===== config.mk =====
export PLATFORM = sky130hd
export DESIGN_NAME = logical_tile_io_mode_physical__iopad_bank_flat
export DESIGN_NICKNAME = d
export VERILOG_FILES = /design/src/rtl/iopad_bank_pkg.sv /design/src/rtl/iopad_bank_if.sv /design/src/rtl/iopad_bank_lane.sv /design/src/rtl/logical_tile_io_mode_physical__iopad_bank.sv /design/src/flat_wrapper.sv
export SDC_FILE = /design/constraint.sdc
export NUM_CORES = 1
export LEC_CHECK = 0
export ABC_AREA = 1
export BUFFER_PORTS_ARGS = -buffer_cell sky130_fd_sc_hd__buf_2
export CAP_MARGIN = 20
export CORE_MARGIN = 4
export CORE_UTILIZATION = 46
export CTS_CLUSTER_DIAMETER = 40
export DETAILED_ROUTE_END_ITERATION = 16
export PLACE_DENSITY_LB_ADDON = 0.05
export SYNTH_ARGS = -nofsm -noshare
export SYNTH_HDL_FRONTEND = slang
export SYNTH_SLANG_ARGS = --single-unit

===== constraint.sdc =====
create_clock -name iopad_clk -period 1.47 [get_ports iopad_clk]
set_input_delay 0.0735 -clock iopad_clk [delete_from_list [all_inputs] [get_ports iopad_clk]]
set_output_delay 0.0735 -clock iopad_clk [all_outputs]
set_load 0.005 [all_outputs]

===== src/rtl/iopad_bank_pkg.sv =====
// rtl/iopad_bank_pkg.sv - shared constants and types for the IO pad bank
package iopad_bank_pkg;

  localparam int CFG_W        = 4;
  localparam int CFG_A2F_REG  = 0;
  localparam int CFG_A2F_SYNC = 1;
  localparam int CFG_F2A_REG  = 2;
  localparam int CFG_OE       = 3;

  typedef enum logic [1:0] {
    IDLE   = 2'd0,
    LOAD   = 2'd1,
    COMMIT = 2'd2
  } cfg_state_e;

endpackage


===== src/rtl/iopad_bank_if.sv =====
// rtl/iopad_bank_if.sv - serial configuration port of the IO pad bank
interface iopad_bank_cfg_if;

  logic cfg_valid;
  logic cfg_bit;
  logic cfg_ready;
  logic cfg_done;

  modport master (output cfg_valid, output cfg_bit, input cfg_ready, input cfg_done);
  modport slave  (input cfg_valid, input cfg_bit, output cfg_ready, output cfg_done);

endinterface


===== src/rtl/iopad_bank_lane.sv =====
// rtl/iopad_bank_lane.sv - one pad: A2F/F2A flops, scan path and output muxes
module iopad_bank_lane
  import iopad_bank_pkg::*;
(
  input  logic             i_clk,
  input  logic             i_rst,
  input  logic             i_scan_en,
  input  logic             i_sc_in,
  output logic             o_sc_out,
  input  logic [CFG_W-1:0] i_cfg,
  input  logic             i_pad_a2f,
  output logic             o_a2f,
  input  logic             i_f2a,
  output logic             o_pad_f2a,
  output logic             o_pad_oe
);

  logic r_a2f_ff0;
  logic r_a2f_ff1;
  logic r_f2a_ff;

  // Flops capture regardless of mode bits so a bypass->reg switch has no bubble.
  always_ff @(posedge i_clk) begin
    if (i_rst) begin
      r_a2f_ff0 <= 1'b0;
      r_a2f_ff1 <= 1'b0;
      r_f2a_ff  <= 1'b0;
    end else if (i_scan_en) begin
      r_a2f_ff0 <= i_sc_in;
      r_a2f_ff1 <= r_a2f_ff0;
      r_f2a_ff  <= r_a2f_ff1;
    end else begin
      r_a2f_ff0 <= i_pad_a2f;
      r_a2f_ff1 <= r_a2f_ff0;
      r_f2a_ff  <= i_f2a;
    end
  end

  always_comb begin
    o_a2f = i_pad_a2f;
    if (i_cfg[CFG_A2F_REG]) begin
      o_a2f = i_cfg[CFG_A2F_SYNC] ? r_a2f_ff1 : r_a2f_ff0;
    end
  end

  assign o_pad_f2a = i_cfg[CFG_F2A_REG] ? r_f2a_ff : i_f2a;
  assign o_pad_oe  = i_cfg[CFG_OE];
  assign o_sc_out  = r_f2a_ff;

endmodule


===== src/rtl/logical_tile_io_mode_physical__iopad_bank.sv =====
// rtl/logical_tile_io_mode_physical__iopad_bank.sv - multi-pad IO tile with shadowed serial config
module logical_tile_io_mode_physical__iopad_bank
  import iopad_bank_pkg::*;
#(
  parameter int NUM_PADS = 4
) (
  input  logic                iopad_clk,
  input  logic                global_reset,
  input  logic                scan_en,
  input  logic                iopad_sc_in,
  output logic                iopad_sc_out,
  iopad_bank_cfg_if.slave     cfg,
  input  logic [NUM_PADS-1:0] gfpga_pad_a2f,
  output logic [NUM_PADS-1:0] gfpga_pad_f2a,
  output logic [NUM_PADS-1:0] gfpga_pad_oe,
  input  logic [NUM_PADS-1:0] iopad_f2a_i,
  output logic [NUM_PADS-1:0] iopad_a2f_o
);

  localparam int TOTAL = NUM_PADS * CFG_W;
  localparam int CNT_W = $clog2(TOTAL + 1);
  localparam logic [CNT_W-1:0] LAST_IDX = CNT_W'(TOTAL - 1);

  cfg_state_e       r_state;
  cfg_state_e       w_next_state;
  logic [CNT_W-1:0] r_cnt;
  logic [TOTAL-1:0] r_shadow;
  logic [TOTAL-1:0] r_active;
  logic             r_done;
  logic             w_ready;
  logic             w_accept;

  assign w_accept = cfg.cfg_valid & w_ready;

  always_ff @(posedge iopad_clk) begin
    if (global_reset) begin
      r_state <= IDLE;
    end else begin
      r_state <= w_next_state;
    end
  end

  always_comb begin
    w_next_state = r_state;
    case (r_state)
      IDLE:    if (w_accept) w_next_state = (TOTAL == 1) ? COMMIT : LOAD;
      LOAD:    if (w_accept && (r_cnt == LAST_IDX)) w_next_state = COMMIT;
      COMMIT:  w_next_state = IDLE;
      default: w_next_state = IDLE;
    endcase
  end

  always_comb begin
    w_ready = 1'b1;
    if (r_state == COMMIT) w_ready = 1'b0;
  end

  // Shadow fills bit by bit; active only ever changes as a whole in COMMIT.
  always_ff @(posedge iopad_clk) begin
    if (global_reset) begin
      r_cnt    <= '0;
      r_shadow <= '0;
      r_active <= '0;
      r_done   <= 1'b0;
    end else begin
      r_done <= (r_state == COMMIT);
      if (r_state == COMMIT) begin
        r_active <= r_shadow;
        r_cnt    <= '0;
      end else if (w_accept) begin
        for (int k = 0; k < TOTAL; k++) begin
          if (r_cnt == CNT_W'(k)) r_shadow[k] <= cfg.cfg_bit;
        end
        r_cnt <= r_cnt + CNT_W'(1);
      end
    end
  end

  assign cfg.cfg_ready = w_ready;
  assign cfg.cfg_done  = r_done;

  logic [NUM_PADS:0] w_chain;
  assign w_chain[0]   = iopad_sc_in;
  assign iopad_sc_out = w_chain[NUM_PADS];

  for (genvar p = 0; p < NUM_PADS; p++) begin : g_lane
    iopad_bank_lane u_lane (
      .i_clk     (iopad_clk),
      .i_rst     (global_reset),
      .i_scan_en (scan_en),
      .i_sc_in   (w_chain[p]),
      .o_sc_out  (w_chain[p+1]),
      .i_cfg     (r_active[p*CFG_W +: CFG_W]),
      .i_pad_a2f (gfpga_pad_a2f[p]),
      .o_a2f     (iopad_a2f_o[p]),
      .i_f2a     (iopad_f2a_i[p]),
      .o_pad_f2a (gfpga_pad_f2a[p]),
      .o_pad_oe  (gfpga_pad_oe[p])
    );
  end

endmodule


===== src/flat_wrapper.sv =====
// flat-port wrapper written by rule: the top's interface ports become plain ports
module logical_tile_io_mode_physical__iopad_bank_flat import iopad_bank_pkg::*;
#(
  parameter int NUM_PADS = 4
)
  (iopad_clk, global_reset, scan_en, iopad_sc_in, iopad_sc_out, gfpga_pad_a2f, gfpga_pad_f2a, gfpga_pad_oe, iopad_f2a_i, iopad_a2f_o, cfg_cfg_valid, cfg_cfg_bit, cfg_cfg_ready, cfg_cfg_done);
  iopad_bank_cfg_if cfg_i ();
  input  logic iopad_clk;
  input  logic global_reset;
  input  logic scan_en;
  input  logic iopad_sc_in;
  output logic iopad_sc_out;
  input  logic [NUM_PADS-1:0] gfpga_pad_a2f;
  output logic [NUM_PADS-1:0] gfpga_pad_f2a;
  output logic [NUM_PADS-1:0] gfpga_pad_oe;
  input  logic [NUM_PADS-1:0] iopad_f2a_i;
  output logic [NUM_PADS-1:0] iopad_a2f_o;
  input wire logic [$bits(cfg_i.cfg_valid)-1:0] cfg_cfg_valid;
  input wire logic [$bits(cfg_i.cfg_bit)-1:0] cfg_cfg_bit;
  output wire logic [$bits(cfg_i.cfg_ready)-1:0] cfg_cfg_ready;
  output wire logic [$bits(cfg_i.cfg_done)-1:0] cfg_cfg_done;
  assign cfg_i.cfg_valid = cfg_cfg_valid;
  assign cfg_i.cfg_bit = cfg_cfg_bit;
  assign cfg_cfg_ready = cfg_i.cfg_ready;
  assign cfg_cfg_done = cfg_i.cfg_done;
  logical_tile_io_mode_physical__iopad_bank #(.NUM_PADS(NUM_PADS)) u_core (.iopad_clk(iopad_clk), .global_reset(global_reset), .scan_en(scan_en), .iopad_sc_in(iopad_sc_in), .iopad_sc_out(iopad_sc_out), .cfg(cfg_i), .gfpga_pad_a2f(gfpga_pad_a2f), .gfpga_pad_f2a(gfpga_pad_f2a), .gfpga_pad_oe(gfpga_pad_oe), .iopad_f2a_i(iopad_f2a_i), .iopad_a2f_o(iopad_a2f_o));
endmodule

[Word-level counts from Yosys, hierarchy flattened]
Cells that the tools add are included.
Widths: inputs -> output; s select.
Storage, ports and cells
  flip-flop bits (word level): 52
  bits of input ports: 14
  output and inout port bits: 15
Cells by class
  add/subtract/negate cells: 1
  equal/unequal tests: 19
  mux-type cells: 24
  bitwise logic cells: 2
  reduce and logical (&&, ||, !) cells: 21
Operator list (count)
  $reduce_and 3->1: 16
  $eq 5x4->1 const B: 8
  $mux 1: 21
  $eq 5x3->1 const B: 4
  $eq 5x2->1 const B: 2
  $add 5x1->5 const B: 1
  $eq 5x1->1 const B: 1
  $logic_not 5->1: 1
  $mux 2: 2
  $ne 2x1->1 const B: 2
  $pmux 2 s2: 1
  $eq 2x1->1 const B: 1
  $eq 2x2->1 const B: 1
  $logic_not 2->1: 1
  $reduce_and 2->1: 1
  $reduce_or 2->1: 1
  $and 1x1->1: 1
  $logic_and 1x1->1: 1
  $not 1->1: 1

[Depth between registers and ports, before layout]
Gate-level depths: netlist of run 1.
  word-level depth: 6
  mapped depth: 8

[Cells and area by module]
A second synthesis of run 1 with hierarchy kept.
Unflattened totals
  cell total of the unflattened synthesis: 335
  area, all modules: 2299.7 um2
Modules (own cells, without submodules)
  logical_tile_io_mode_physical__iopad_bank: instances 1, cells each 239, area an instance 1709.1 um2
  iopad_bank_lane: instances 4, cells each 24, area an instance 147.6 um2

[Least setup slack after synthesis of run 1]
Ideal clock, no wire load.
  kind: reg2reg
  start: register u_core.r_cnt[0]
  end: register u_core.r_state[0]
  library setup time: 0.115 ns
  data arrival time: 1.120 ns
  required time: 1.355 ns
  path slack: 0.234 ns
  cell stages (with the launch flop): 8
  clock period less this slack: 1.236 ns
  path through: dfxtp_1 > ha_1 > inv_1 > nor2_1 > ha_1 > nand2_1 > o21ai_0 > inv_1
Between the ends
  cells in the longest elaborated chain, start to end: 4
Ends and longest elaborated chain
  start, declared: line logical_tile_io_mode_physical__iopad_bank.sv:26  | logic [CNT_W-1:0] r_cnt;
  start signal, assigned: line logical_tile_io_mode_physical__iopad_bank.sv:74  | r_cnt <= r_cnt + CNT_W'(1);
  $eq 5x4->1: line logical_tile_io_mode_physical__iopad_bank.sv:47  | LOAD: if (w_accept && (r_cnt == LAST_IDX)) w_next_state = COMMIT;
  $logic_and 1x1->1: line logical_tile_io_mode_physical__iopad_bank.sv:47
  $ne 2x1->1 (no line)
  $reduce_and 2->1 (no line)
  end signal, assigned: line logical_tile_io_mode_physical__iopad_bank.sv:39  | r_state <= w_next_state;
  end, declared: line logical_tile_io_mode_physical__iopad_bank.sv:24  | cfg_state_e r_state;
No other way between the ends.
A chain may end at the register's enable or synchronous reset.

[Final worst setup path of run 1]
Ends and elaborated chain as after synthesis.

==> run_results.csv, run 1 <==
group,metric,value,unit
place,pre_cts_slack,0.04791,ns
worst_hold_path,hold_class,"in2reg",
cts,clock_path_buffers,2,
routing,top_layer_used,"met4",
setup_path,path_max_fanout,6,
cts,cts_tree,"built",
routing,ant_nets,0,
finish,instances_no_fill,413,
place,place_hpwl,3333,um
logic_synthesis,async_reset_ff_share,0,%
logic_synthesis,ys_ff_latch,52,
routing,dr_wl_met3,208,um
cts,cts_inserted_buffers,5,
power,ir_drop,0.5583,mV
logic_synthesis,ys_seq_area_share,44.66,%
global_routing,grt_pass1_vias,1909,
sta,period_share,88.95,%
place,placed_cells,404,
finish,drive_gt1_share,15.03,%
logic_synthesis,syn-num-nets,346,
routing,routed_wl,4714,um
global_routing,antenna_found_initial,0,
sta,finalSetupViolations,0,
die,coreArea,4817,um^2
die,dieArea,6270,um^2
sta,max_freq,0.7648,GHz
finish,fillers,531,
sta,tightest_slew,0.4508,ns
logic_synthesis,syn_avg_cell_area,7.150,um^2
die,initial_utilization,48.39,%
logic_synthesis,synth_top_cell_area_share,44.66,%
setup_path,endpoint_kind,"flop",
outcome,status,"complete, no violations",
logic_synthesis,syn-cell-area,2331,um^2
global_routing,grt-ovfl-total,0,
setup_path,cp.arrival,1.51,ns
routing,drt_iter0_drc,52,
routing,vias,1965,
cts,h-tree-depth,2,
finish,layout.nets,365,
sta,finalSetupTns,0,ns
routing,wire_per_inst,11.41,um
sta,fin_skew,0.004674,ns
sta,final_max_slew_viol_count,0,
finish,area_delta_synth_final,8.910,%
cts,clockRootBuffer,"clkbuf_8",
flow_run,drv_cap,0,
logic_synthesis,synthMostInstantiatedCell,"nand2_1",
routing,drc_errors,0,
sta,slew_headroom,69.92,%
sta,rsz0062_at_grt,"no",
routing,first_pass_iters,4,
cts,cts.sinks,52,
routing,wl_met2,2175,um
global_routing,grt_use_total,16.89,%
logic_synthesis,synth_area_leaders,"dfxtp_1 (45%), nand2_1 (11%), nor2_1 (10%), o21ai_0 (6.0%), nand3_1 (5.6%)",
sta,worst_slack,0.1624,ns
logic_synthesis,synth_cell_types,23,
logic_synthesis,synth_cells,326,
die,ios,29,
setup_path,worstPathRequired,1.68,ns
die,die_x,79.19,um
die,num_rows,25,
sta,min_period,1.308,ns
logic_synthesis,yosys.area.top_type,"dfxtp_1",
cts,clock_latency,0.30,ns
power,p_leak,1.106,nW
sta,finalHoldViolCount,0,
cts,path_clk_slew,0.09,ns
logic_synthesis,synth_edf_count,0,
setup_path,path_class,"reg2reg",
place,port_buffers,28,
logic_synthesis,ys_top_cells_by_count,"nand2_1 (69), nor2_1 (63), dfxtp_1 (52)",
logic_synthesis,ys.flop_type,"dfxtp_1",
routing,viasPerCell,4.758,
global_routing,grt_pass1_wl,8307,um
setup_path,cp-start-kind,"flop",
logic_synthesis,yosys_warnings,0,
die,fp.dieH,79.19,um
finish,n_antenna_cell,0,
power,p_per_area,983.2,nW/um^2
routing,met1Wirelength,2301,um
global_routing,grt_max_degree,25,
place,gp_congestion,0.8833,
stage by stage:
step / utilization [%] / instance area, um^2 / total power [mW] / hold slack [ns]
2_1_floorplan: - / 2331 / 1.650 / 0.1426
3_3_place_gp: 50.44 / 2430 / 1.713 / 0.2967
3_5_place_dp: 50.44 / 2430 / 1.714 / 0.3108
4_1_cts: 52.52 / 2530 / 2.543 / 0.01337
5_1_grt: 52.70 / 2539 / 2.635 / 0.02326
6_report: 52.70 / 2539 / 2.496 / 0.02486
layout by cell type, fill, tap and decap left out:
cell | netlist | layout
nor2_4 | 1 | 1
clkbuf_1 | 1 | 2
dfxtp_1 | 52 | 49
nor2_2 | 1 | 1
nand2_1 | 69 | 69
dlygate4sd3_1 | 0 | 1
nand3_1 | 26 | 26
inv_2 | 3 | 3
nand4_1 | 1 | 1
inv_6 | 1 | 1
nor2_1 | 63 | 63
ha_2 | 0 | 1
ha_1 | 6 | 5
nand3_2 | 1 | 1
dfxtp_2 | 0 | 2
clkbuf_8 | 0 | 6
buf_2 | 4 | 28
o21ai_1 | 5 | 6
o21ai_0 | 28 | 27
inv_1 | 28 | 28
nor3_1 | 1 | 1
dfxtp_4 | 0 | 1
buf_4 | 12 | 5
a21oi_1 | 16 | 16
nand2_2 | 1 | 1
nand2_4 | 1 | 1
sequential cells by signal, summed over array words and instances (netlist names):
signal	cells
u_core.cfg.cfg_done	1
u_core.g_lane.u_lane.o_sc_out	4
u_core.g_lane.u_lane.r_a2f_ff0	4
u_core.g_lane.u_lane.r_a2f_ff1	4
u_core.r_active	16
u_core.r_cnt	5
u_core.r_shadow	16
u_core.r_state	2
cells by family (layout without fill, tap and decap cells):
family | after synthesis | count (layout) | synth area share (%)
DFF | 52 | 52 | 44.66
buffers and inverters | 54 | 74 | 12.35
adders and majority gates | 6 | 6 | 3.221
AOI/OAI and AO/OA | 49 | 49 | 10.52
and+or+nand+nor | 165 | 165 | 29.25
timing repair:
| item | in CTS | in global routing |
|---|---|---|
| hold endpoints to repair | 1 | 0 |
| gates resized for setup | 0 | 6 |
| endpoints found under the setup margin | 0 | 3 |
| hold buffers | 1 | 0 |
| setup buffers | 0 | 0 |
power breakdown:
part / internal (mW) / switching [mW] / leakage (nW)
sequential: 1.44 / 0.0231 / 0.424
combinational: 0.0786 / 0.136 / 0.636
clock: 0.384 / 0.431 / 0.0455
total: 1.91 / 0.590 / 1.11
area by class of cell:
cell class	count	area, um^2	area share [%]
clock buffer	8	90.09	3.549
timing repair buffer	34	187.7	7.393
tap	67	83.83	3.302
inverter	32	125.1	4.929
multi-input combinational	220	1005	39.58
sequential	52	1047	41.25
per-layer routing:
metal / global-route usage [%] / vias up
met5: 0 / -
met3: 4.989 / 2
met1: 19.48 / 887
met2: 29.80 / 30
met4: 5.498 / 0
li1: - / 1046
path summary, 6_finish.rpt:
kind,cells past startpoint,slack [ns],end,from
min reg2reg,2,0.43,u_core.g_lane[2].u_lane.r_a2f_ff1$_SDFF_PP0_,u_core.g_lane[2].u_lane.r_a2f_ff0$_SDFF_PP0_
max reg2reg,7,0.16,u_core.r_state[0]$_SDFFE_PP0P_,u_core.r_cnt[0]$_SDFFE_PP0P_
max,7,0.16,u_core.r_state[0]$_SDFFE_PP0P_,u_core.r_cnt[0]$_SDFFE_PP0P_
min,3,0.02,u_core.g_lane[3].u_lane.r_a2f_ff0$_SDFF_PP0_,gfpga_pad_a2f[3]
worst max-delay path: stages, from the launching register on:
cell,delay (ns)
dfxtp_4,0.38
ha_1,0.17
inv_1,0.05
nor2_1,0.13
ha_2,0.20
nand2_1,0.09
o21ai_1,0.14
inv_1,0.05
No activity file was read; power rests on OpenSTA's default activity.
==> inputs of run 2 (changes only) <==
--- a/config.mk
+++ b/config.mk
@@ -8,11 +8,11 @@
 export ABC_AREA = 1
 export BUFFER_PORTS_ARGS = -buffer_cell sky130_fd_sc_hd__buf_2
 export CAP_MARGIN = 20
-export CORE_MARGIN = 4
 export CORE_UTILIZATION = 46
 export CTS_CLUSTER_DIAMETER = 40
 export DETAILED_ROUTE_END_ITERATION = 16
 export PLACE_DENSITY_LB_ADDON = 0.05
+export RECOVER_POWER = 50
 export SYNTH_ARGS = -nofsm -noshare
 export SYNTH_HDL_FRONTEND = slang
 export SYNTH_SLANG_ARGS = --single-unit
==> run_results.csv, run 2 (synthesis results as in run 1) <==
group,metric,value,unit
routing,wire_per_inst,11.23,um
finish,layout_commonest_cell,"nand2_1",
sta,period_share,88.81,%
routing,routed_wl,4648,um
die,dieArea,5356,um^2
power,p_per_area,991.1,nW/um^2
global_routing,grt-ovfl-total,0,
power,power_switching,606.4,uW
global_routing,antenna_found_initial,0,
power,ir_drop,0.4299,mV
setup_path,endpoint_kind,"flop",
die,die_x,73.19,um
setup_path,path_max_fanout,8,
die,num_rows,25,
die,initial_utilization,48.71,%
flow_run,drv_cap,0,
die,ios,29,
sta,finalSetupViolations,0,
setup_path,max_stage_delay,0.36,ns
finish,drive_gt1_share,12.68,%
finish,layout.nets,366,
die,coreArea,4786,um^2
routing,ant_nets,0,
global_routing,grt_pass1_wl,8231,um
cts,cts_inserted_buffers,5,
finish,final_cell_mix,"nand2_1 (70), nor2_1 (64), dfxtp_1 (49)",
sta,final_max_slew_viol_count,0,
place,port_buffers,28,
cts,clockRootBuffer,"clkbuf_8",
finish,reg_top3,"u_core.r_active x16, u_core.r_shadow x16, u_core.r_cnt x5",
setup_path,cp_num_buf_inv,1,
routing,drc_errors,0,
sta,tightest_slew,0.9509,ns
power,p_comb_share,8.4,%
routing,viasPerCell,4.720,
global_routing,grt_use_total,20.26,%
power,internal_power,1.895,mW
cts,cts_setup_buffers,0,
sta,finalSetupTns,0,ns
setup_path,cp_top_family,"simple AND/OR/NAND/NOR gates",
global_routing,grtUsageMet3,4.558,%
finish,n_antenna_cell,0,
routing,vias,1954,
die,fp.dieH,73.19,um
setup_path,path_cells,"buf_4 > nor2_1 > nand3_1 > nor2_1 > nand2_1 > nand2_1 > nor2_1",
routing,first_pass_iters,4,
global_routing,gr-usage-met2,34.57,%
place,gp_congestion,0.8212,
cts,h-tree-depth,2,
sta,finalHoldViolCount,0,
finish,area_delta_synth_final,8.266,%
finish,fin_util,52.73,%
worst_hold_path,hold_class,"in2reg",
sta,max_freq,0.7660,GHz
setup_path,cp-start-kind,"flop",
cts,cts.sinks,52,
setup_path,worstPathRequired,1.67,ns
power,power_frac_seq,58.6,%
global_routing,grt_max_degree,25,
setup_path,cp.arrival,1.51,ns
sta,slew_headroom,36.61,%
cts,cts_tree,"built",
power,p_leak,1.090,nW
setup_path,cpMostUsedCell,"nor2_1",
place,place_hpwl,3282,um
sta,min_period,1.305,ns
outcome,status,"complete, no violations",
routing,drt_iter0_drc,75,
cts,clock_path_buffers,2,
power,clkPwrFrac,32.9,%
global_routing,met1_usage,25.45,%
sta,rsz0062_at_grt,"no",
sta,fin_skew,0.003604,ns
power,p_sw_share,24.24,%
global_routing,busiest_layer,"met2",
setup_path,slowest_stage,"dfxtp_1",
cts,clock_latency,0.30,ns
global_routing,grt_pass1_vias,1805,
setup_path,path_class,"reg2reg",
cts,path_clk_slew,0.09,ns
-- run 2: repair_timing --
item	in CTS	in global routing
hold buffers	1	0
gates resized for setup	0	3
hold endpoints to repair	1	0
endpoints found under the setup margin	0	2
-- run 2: through the flow --
step                hold slack (ns)  cells  total power, mW  setup slack (ns)  area [um^2]
floorplan                    0.1426    326            1.650            0.2343         2331
global placement             0.2966    405            1.712            0.1362         2437
detailed placement           0.3111    405            1.712            0.1266         2437
CTS                         0.01405    414            2.535            0.1079         2540
global route                0.01982    414            2.634          0.009425         2524
finish                      0.02157    414            2.501            0.1645         2524
-- run 2: metal layers --
| layer | part of all wire (%) | vias to the layer above |
|---|---|---|
| li1 | - | 1058 |
| met1 | 50 | 860 |
| met2 | 46 | 34 |
| met3 | 3.6 | 2 |
| met4 | 0.41 | 0 |
| met5 | 0 | - |
-- run 2: final timing paths --
kind                                                start                                      endpoint  slack (ns)  cells past startpoint
max                          u_core.r_cnt[3]$_SDFFE_PP0P_               u_core.r_shadow[2]$_SDFFE_PP0P_        0.16                      7
min                                        iopad_f2a_i[3]   u_core.g_lane[3].u_lane.o_sc_out$_SDFF_PP0_        0.02                      3
max reg2reg                  u_core.r_cnt[3]$_SDFFE_PP0P_               u_core.r_shadow[2]$_SDFFE_PP0P_        0.16                      7
min reg2reg  u_core.g_lane[2].u_lane.r_a2f_ff0$_SDFF_PP0_  u_core.g_lane[2].u_lane.r_a2f_ff1$_SDFF_PP0_        0.42                      2
-- run 2: area by class of cell --
cell class,count,area [um^2]
timing repair buffer,35,180.2
sequential,52,1045
multi-input combinational,220,997.2
clock buffer,6,82.58
inverter,32,125.1
fill,514,2262
tap,67,83.83
clock inverter,2,10.01
-- run 2: worst min-delay path: cells and delay by family --
family	cells	cell delay [ns]
AND/OR/NAND/NOR	1	0.07
buffers and inverters	1	0.09
AO/OA/AOI/OAI	1	0.06
-- run 2: power by group through the flow --
stage / Combinational, mW / Sequential, mW / Clock [mW]
floorplan: 0.157 / 1.49 / 0
global placement: 0.214 / 1.50 / 0
detailed placement: 0.214 / 1.50 / 0
CTS: 0.217 / 1.47 / 0.853
global route: 0.247 / 1.47 / 0.914
finish: 0.211 / 1.47 / 0.824
